`src/rtl/pixel_sync_pipe.sv`:
```
// rtl/pixel_sync_pipe.sv - CRTC timing delay line, blink/cursor attribute logic and registered video output
module pixel_sync_pipe #(
  parameter int COLOR_W      = 4,
  parameter int SYNC_DELAY   = 2,
  parameter int BLINK_FRAMES = 16,
  parameter int SYNC_POL     = 0
) (
  input  logic                 clk_i,
  input  logic                 rst_i,
  input  logic                 en_i,
  input  logic                 hsync_i,
  input  logic                 vsync_i,
  input  logic                 video_on_i,
  input  logic                 pixel_i,
  input  logic                 cursor_i,
  input  logic                 blink_i,
  input  logic [1:0]           cursor_mode_i,
  input  logic [3*COLOR_W-1:0] fg_rgb_i,
  input  logic [3*COLOR_W-1:0] bg_rgb_i,
  output logic [3*COLOR_W-1:0] rgb_o,
  output logic                 hsync_o,
  output logic                 vsync_o,
  output logic                 blink_phase_o
);

  localparam int       RGB_W    = 3 * COLOR_W;
  localparam logic     SYNC_INV = (SYNC_POL == 0);
  localparam logic [7:0] CNT_LAST = 8'(BLINK_FRAMES - 1);

  logic [2:0] timing_in;
  logic [2:0] timing_dly;  // {hsync, vsync, video_on} after the delay line

  assign timing_in = {hsync_i, vsync_i, video_on_i};

  generate
    if (SYNC_DELAY == 0) begin : g_bypass
      assign timing_dly = timing_in;
    end else begin : g_delay
      logic [2:0] dl_q [SYNC_DELAY];

      always_ff @(posedge clk_i or posedge rst_i) begin
        if (rst_i) begin
          for (int i = 0; i < SYNC_DELAY; i++) dl_q[i] <= 3'b000;
        end else if (en_i) begin
          dl_q[0] <= timing_in;
          for (int i = 1; i < SYNC_DELAY; i++) dl_q[i] <= dl_q[i-1];
        end
      end

      assign timing_dly = dl_q[SYNC_DELAY-1];
    end
  endgenerate

  logic [RGB_W-1:0] rgb_q, rgb_d;
  logic             hsync_q, vsync_q;
  logic             vs_prev_q;
  logic [7:0]       frame_cnt_q, frame_cnt_d;
  logic             blink_q, blink_d;
  logic             fg_on, cur_inv, fg_final, vs_rise;

  always_comb begin
    fg_on = pixel_i & ~(blink_i & blink_q);
    case (cursor_mode_i)
      2'b00:   cur_inv = 1'b0;
      2'b10:   cur_inv = cursor_i & ~blink_q;
      default: cur_inv = cursor_i;
    endcase
    fg_final = fg_on ^ cur_inv;
    rgb_d    = timing_dly[0] ? (fg_final ? fg_rgb_i : bg_rgb_i) : '0;

    // Blink period spans BLINK_FRAMES vsync rising edges per half-phase
    vs_rise     = timing_dly[1] & ~vs_prev_q;
    frame_cnt_d = frame_cnt_q;
    blink_d     = blink_q;
    if (vs_rise) begin
      if (frame_cnt_q == CNT_LAST) begin
        frame_cnt_d = 8'd0;
        blink_d     = ~blink_q;
      end else begin
        frame_cnt_d = frame_cnt_q + 8'd1;
      end
    end
  end

  always_ff @(posedge clk_i or posedge rst_i) begin
    if (rst_i) begin
      rgb_q       <= '0;
      hsync_q     <= SYNC_INV;
      vsync_q     <= SYNC_INV;
      vs_prev_q   <= 1'b0;
      frame_cnt_q <= 8'd0;
      blink_q     <= 1'b0;
    end else if (en_i) begin
      rgb_q       <= rgb_d;
      hsync_q     <= timing_dly[2] ^ SYNC_INV;
      vsync_q     <= timing_dly[1] ^ SYNC_INV;
      vs_prev_q   <= timing_dly[1];
      frame_cnt_q <= frame_cnt_d;
      blink_q     <= blink_d;
    end
  end

  assign rgb_o         = rgb_q;
  assign hsync_o       = hsync_q;
  assign vsync_o       = vsync_q;
  assign blink_phase_o = blink_q;

endmodule

```
`config.mk`:
```
export PLATFORM = sky130hd
export DESIGN_NAME = pixel_sync_pipe
export DESIGN_NICKNAME = d
export VERILOG_FILES = /design/src/rtl/pixel_sync_pipe.sv
export SDC_FILE = /design/constraint.sdc
export NUM_CORES = 1
export LEC_CHECK = 0
export CORE_ASPECT_RATIO = 0.5
export CORE_MARGIN = 4
export CORE_UTILIZATION = 40
export CTS_BUF_LIST = sky130_fd_sc_hd__clkbuf_16
export DETAILED_ROUTE_END_ITERATION = 7
export GPL_TIMING_DRIVEN = 0
export PLACE_DENSITY_LB_ADDON = 0.12
export SLEW_MARGIN = 20
export SYNTH_ARGS = -nofsm -noshare
export SYNTH_HDL_FRONTEND = slang
export SYNTH_SLANG_ARGS = --single-unit
```
`constraint.sdc`:
```
create_clock -name clk_i -period 1.59 [get_ports clk_i]
set_input_delay 0.318 -clock clk_i [delete_from_list [all_inputs] [get_ports clk_i]]
set_output_delay 0.318 -clock clk_i [all_outputs]
set_load 0.01 [all_outputs]
```
==> impl_metrics.py, run 1 <==
metrics = {
    "status": {
        "status": "finished clean",
    },
    "clocking": {
        "cts-hold-fix-buffers": 0,
        "clock-sinks": 30,
        "clk_path_buf_depth": 2,
        "numCtsBuffers": 5,
        "clkSlewWorstSetupHoldPaths_ps": 50,
        "worstSkewPairLatency_ps": 270,
        "cts_tree": "yes",
        "cts-htree-levels": 2,
        "root_buffer": "clkbuf_16",
    },
    "setup_path": {
        "worst_ep_required_time_ps": 1740,
        "start_kind": "flip-flop",
        "cp_cell_sequence": "a22oi_2, nand3_2, and3_4, a311o_1",
        "path_max_fanout": 12,
        "cp_top_family": "compound AO/OA/AOI/OAI gates",
        "criticalPathCategory": "reg2reg",
        "arrival_ps": 1670,
        "path_buf_inv": 0,
        "cpPeakStageDelay_ps": 440,
        "endpoint_kind": "flip-flop",
        "crit_slowest_cell": "dfrtp_2",
    },
    "layout": {
        "fillCellCount": 300,
        "drive_above_1_share_pct": 18.7,
        "fin_nets": 228,
        "area_growth_pct": 50.9,
        "diodes": 0,
        "post-route-util_pct": 63.8,
        "final_cell_area_sq_um": 2230,
    },
    "yosys": {
        "yosysUniqueCellTypes": 31,
        "netlist_instances": 135,
        "yosys.area.top_type": "dfrtp_1",
        "synth.area.top_cells": "dfrtp_1 47%, a311o_1 7.5%, mux2_2 6.9%, nor2b_1 5.5%, a31oi_1 4.7%",
        "synth-seq-cells": 30,
        "synth.top_cell.area_share_pct": 47.5,
        "synthesis.area_sq_um": 1480,
        "syn-num-nets": 171,
        "ys_warn_count": 0,
        "async_flop_share_pct": 100,
        "synth_ff_type": "dfrtp_1",
        "synth-edff-count": 0,
        "ys_seq_area_share_pct": 51.0,
        "yosysMostFrequentCell": "dfrtp_1",
        "synth_top_cells_by_count": "28 x dfrtp_1, 14 x nand2_1, 13 x nor2b_1",
        "syn_avg_cell_area_sq_um": 10.9,
    },
    "power_and_ir_drop": {
        "p_leak_nw": 0.964,
        "p_per_area_nw_per_um2": 1190,
        "max-vdd-ir-drop_v": 0.000555,
        "p_total_w": 0.00264,
    },
    "floorplanning": {
        "design.core.area_sq_um": 3490,
        "die_w_um": 93.9,
        "die_h_um": 51.0,
        "die_area_sq_um": 4790,
        "io-pin-count": 50,
        "initial_core_util_pct": 42.3,
        "fp-row-count": 15,
    },
    "routing": {
        "ant_nets": 0,
        "wl_um": 3420,
        "dr.pass1.iters": 4,
        "num_vias": 1255,
        "wire_per_inst_um": 14.0,
        "routed_via_density": 5.14,
        "drt_iter0_drc": 48,
        "drc": 0,
    },
    "grt": {
        "grt.total_usage_pct": 15.2,
        "antenna_found_initial": 0,
        "grt_first_pass_wirelength_um": 5610,
        "grt_max_degree": 31,
        "grt_overflow": 0,
        "grt_pass1_vias": 1262,
    },
    "min_path": {
        "holdCritPathClass": "reg2reg",
    },
    "timing": {
        "setup_viol": 0,
        "relSlewSlack_pct": 58.5,
        "post-route-period-util_pct": 95.6,
        "finalCriticalPeriod_ps": 1520,
        "hold_violations": 0,
        "hold_ws_ps": 409,
        "report.final.slew_viol_count": 0,
        "rsz0062_at_grt": "no",
        "fmax_ghz": 0.658,
        "tightestPinTransition_ps": 622,
        "finalClockSkew_ps": 4.47,
    },
    "placed_design": {
        "dpl_cell_area_sq_um": 2030,
        "dp_hpwl_um": 2370,
        "place_congestion": 0.696,
        "io_buffer_count": 49,
    },
    "run": {
        "maxCapViolCount": 0,
    },
}
## area by class of cell
type                       count  area, sq um  area share, %
sequential                    30          754           33.9
timing repair buffer          51          504           22.6
inverter                       5         18.8          0.842
clock inverter                 3         37.5           1.68
buffer                         7         46.3           2.08
multi-input combinational     92          678           30.4
clock buffer                   5          125           5.61
tap                           51         63.8           2.86
## routing by layer
metal | global-route usage (%) | routed length, um
met1 | 18.6 | 1500
met2 | 24.9 | 1620
met3 | 5.59 | 277
met4 | 5.04 | 30
met5 | 0 | 0
## timing repair
item	4_1_cts	5_1_grt
setup endpoints to repair	16	14
gates resized for setup	12	8
buffers inserted	2	0
pin swaps	4	5
hold endpoints to repair	0	0
## where the power goes
part	internal (W)	switching [W]	total (W)
Clock	0.000725	0.000306	0.00103
Combinational	0.000352	0.000250	0.000602
Sequential	0.000908	0.000100	0.00101
Total	0.00199	0.000656	0.00264
## worst paths after layout
check,start,to,slack (ps),cells past startpoint
worst min-delay path,timing_dly[2],hsync_o,410,1
worst max-delay path,blink_phase_o,rgb_o[11],70,4
max in group asynchronous,rst_i,blink_phase_o,710,2
worst max register to register,blink_phase_o,rgb_o[11],70,4
worst min register to register,timing_dly[2],hsync_o,410,1
min in group asynchronous,rst_i,rgb_o[11],450,2
## flip-flops by register name (all words and copies together), names as in the netlist
register and count:
blink_phase_o 1, hsync_o 1, timing_dly 3, frame_cnt_q 8
vsync_o 1, g_delay.dl_q 3, vs_prev_q 1, rgb_o 12
## cell usage in the layout (no fill, tap or decap), types with 3 or more instances in the layout
master	Yosys	layout
nor2_1	4	3
mux2_2	9	9
nand2_1	14	14
inv_1	5	5
clkbuf_16	0	5
dlygate4sd2_1	0	5
dfrtp_1	28	27
nor2b_1	13	12
a311o_1	11	11
clkdlybuf4s50_1	0	42
clkbuf_2	0	3
nand3_1	5	5
a31oi_1	11	11
xnor2_1	4	4
## kinds of logic (layout without fill, tap and decap cells)
family                   count (synthesis)  in the layout  synth area share (%)
AO/OA/AOI/OAI                           28             28                  15.5
XOR/XNOR                                 6              6                  3.56
adder cells (fa/ha/maj)                  1              1                 0.847
buffers and inverters                   13             71                  4.15
flip-flops                              30             30                  51.0
multiplexers                            11             11                  8.22
AND/OR/NAND/NOR                         46             46                  16.7
## per-stage QoR
| stage | worst slack [ps] | setup TNS (ps) | cells |
|---|---|---|---|
| 6_report | 69.8 | 0 | 244 |
| 5_1_grt | 3.67 | 0 | 244 |
| 4_1_cts | 14.5 | 0 | 245 |
| 3_5_place_dp | -396 | -6840 | 235 |
| 3_3_place_gp | -389 | -9710 | 235 |
| 2_1_floorplan | 57.5 | 0 | 135 |
Power figures use the tool's default switching activity.
==> inputs of run 2 (changes only) <==
--- a/config.mk
+++ b/config.mk
@@ -5,7 +5,7 @@
 export SDC_FILE = /design/constraint.sdc
 export NUM_CORES = 1
 export LEC_CHECK = 0
-export CORE_ASPECT_RATIO = 0.5
+export CORE_ASPECT_RATIO = 0.9
 export CORE_MARGIN = 4
 export CORE_UTILIZATION = 40
 export CTS_BUF_LIST = sky130_fd_sc_hd__clkbuf_16
==> impl_metrics.py, run 2 (synthesized netlist as in run 1, its figures left out) <==
metrics = {
    "floorplanning": {
        "die_h_um": 65.6,
        "io-pin-count": 50,
        "die_w_um": 72.0,
        "die_area_sq_um": 4730,
        "initial_core_util_pct": 42.8,
        "fp-row-count": 20,
        "design.core.area_sq_um": 3450,
    },
    "setup_path": {
        "worst_ep_required_time_ps": 1730,
        "path_max_fanout": 12,
        "arrival_ps": 1670,
        "r2r_slack_ps": 60,
        "criticalPathCategory": "reg2reg",
        "endpoint_kind": "flip-flop",
        "r2r-start": "blink_phase_o",
        "reg2regPathDepth": 4,
        "start_kind": "flip-flop",
        "r2r_end": "rgb_o[3]",
    },
    "layout": {
        "final_cell_mix": "41 x clkdlybuf4s50_1, 27 x dfrtp_1, 14 x nand2_1",
        "area_growth_pct": 49.5,
        "drive_above_1_share_pct": 18.1,
        "diodes": 0,
        "post-route-util_pct": 63.9,
        "instances_no_fill": 237,
        "largest_reg_flops": 12,
        "final_cell_area_sq_um": 2210,
        "layout_commonest_cell": "clkdlybuf4s50_1",
        "fin_nets": 229,
    },
    "run": {
        "maxCapViolCount": 0,
    },
    "status": {
        "status": "finished clean",
    },
    "placed_design": {
        "preCtsSetupSlack_ps": -416,
        "place_inst": 228,
        "place_congestion": 0.743,
        "io_buffer_count": 49,
        "dpl_cell_area_sq_um": 2020,
        "dp_hpwl_um": 2660,
    },
    "routing": {
        "dr.pass1.iters": 4,
        "num_vias": 1283,
        "drc": 0,
        "routed_via_density": 5.41,
        "ant_nets": 0,
        "drt_iter0_drc": 34,
        "wire_per_inst_um": 16.0,
        "wl_um": 3780,
    },
    "clocking": {
        "root_buffer": "clkbuf_16",
        "worstSkewPairLatency_ps": 260,
        "clk_path_buf_depth": 2,
        "clkSlewWorstSetupHoldPaths_ps": 50,
        "clock-sinks": 30,
        "cts-htree-levels": 2,
        "numCtsBuffers": 5,
        "cts_tree": "yes",
    },
    "min_path": {
        "hp-start": "timing_dly[2]",
        "holdPathStages": 1,
        "holdCritPathClass": "reg2reg",
        "min_to": "hsync_o",
    },
    "timing": {
        "report.final.slew_viol_count": 0,
        "tightestPinTransition_ps": 624,
        "finalClockSkew_ps": 2.70,
        "hold_violations": 0,
        "fmax_ghz": 0.655,
        "fin_ws_ps": 64.4,
        "post-route-period-util_pct": 95.9,
        "hold_ws_ps": 418,
        "relSlewSlack_pct": 58.0,
        "rsz0062_at_grt": "no",
        "setup_viol": 0,
        "finalCriticalPeriod_ps": 1530,
    },
    "power_and_ir_drop": {
        "p_leak_nw": 0.959,
        "p_per_area_nw_per_um2": 1120,
        "max-vdd-ir-drop_v": 0.000621,
    },
    "grt": {
        "grt_overflow": 0,
        "grt_pass1_vias": 1299,
        "antenna_found_initial": 0,
        "grt.total_usage_pct": 17.0,
        "grt_first_pass_wirelength_um": 6260,
        "grt_max_degree": 31,
    },
}
run 2: area by class of cell:
class	instances	area [sq um]
repair buffers	53	522
inverters	5	18.8
clock inverters	2	7.51
plain buffers	6	37.5
multi-input cells	92	687
well taps	44	55.1
flip-flops and latches	30	754
fillers	291	1250
clock buffers	5	125
run 2: layer usage:
metal	GRT usage [%]	wire length (um)	share of wire [%]	vias up
met2	27.2	1860	49	55
met5	0	0	0	-
met3	4.28	292	7.7	2
li1	-	-	-	611
met1	22.1	1610	43	615
met4	6.81	19	0.50	0
run 2: what timing repair did:
action                                 in CTS  in global routing
setup endpoints to repair                  19                  9
setup buffers                               3                  0
gates cloned                                0                  1
resized for setup                          13                  9
hold buffers                                0                  0
pin swaps                                   4                  3
endpoints found under the hold margin       0                  0
run 2: worst max path at each step:
stage                startpoint        to  slack [ps]
2_1_floorplan     blink_phase_o  rgb_o[0]          60
3_3_place_gp   cursor_mode_i[0]  rgb_o[6]        -390
3_5_place_dp   cursor_mode_i[0]  rgb_o[3]        -420
4_1_cts           blink_phase_o  rgb_o[3]          20
5_1_grt           blink_phase_o  rgb_o[2]           5
6_report          blink_phase_o  rgb_o[3]          60
run 2: critical path: stages (launching register included):
cell     delay (ps)
dfrtp_2         450
a22oi_2         210
nand3_2         120
and3_4          260
a311o_1         360
run 2: through the flow:
stage | power, W | TNS, ps
CTS | 0.00248 | 0
detailed placement | 0.00164 | -7220
finish | 0.00246 | 0
global route | 0.00261 | 0
floorplan | 0.00133 | 0
global placement | 0.00160 | -8780
run 2: power by group:
group / internal (W) / total, W / switching, W
Clock: 0.000556 / 0.000837 / 0.000282
Sequential: 0.000909 / 0.00101 / 0.000103
Combinational: 0.000355 / 0.000614 / 0.000259
Total: 0.00182 / 0.00246 / 0.000644
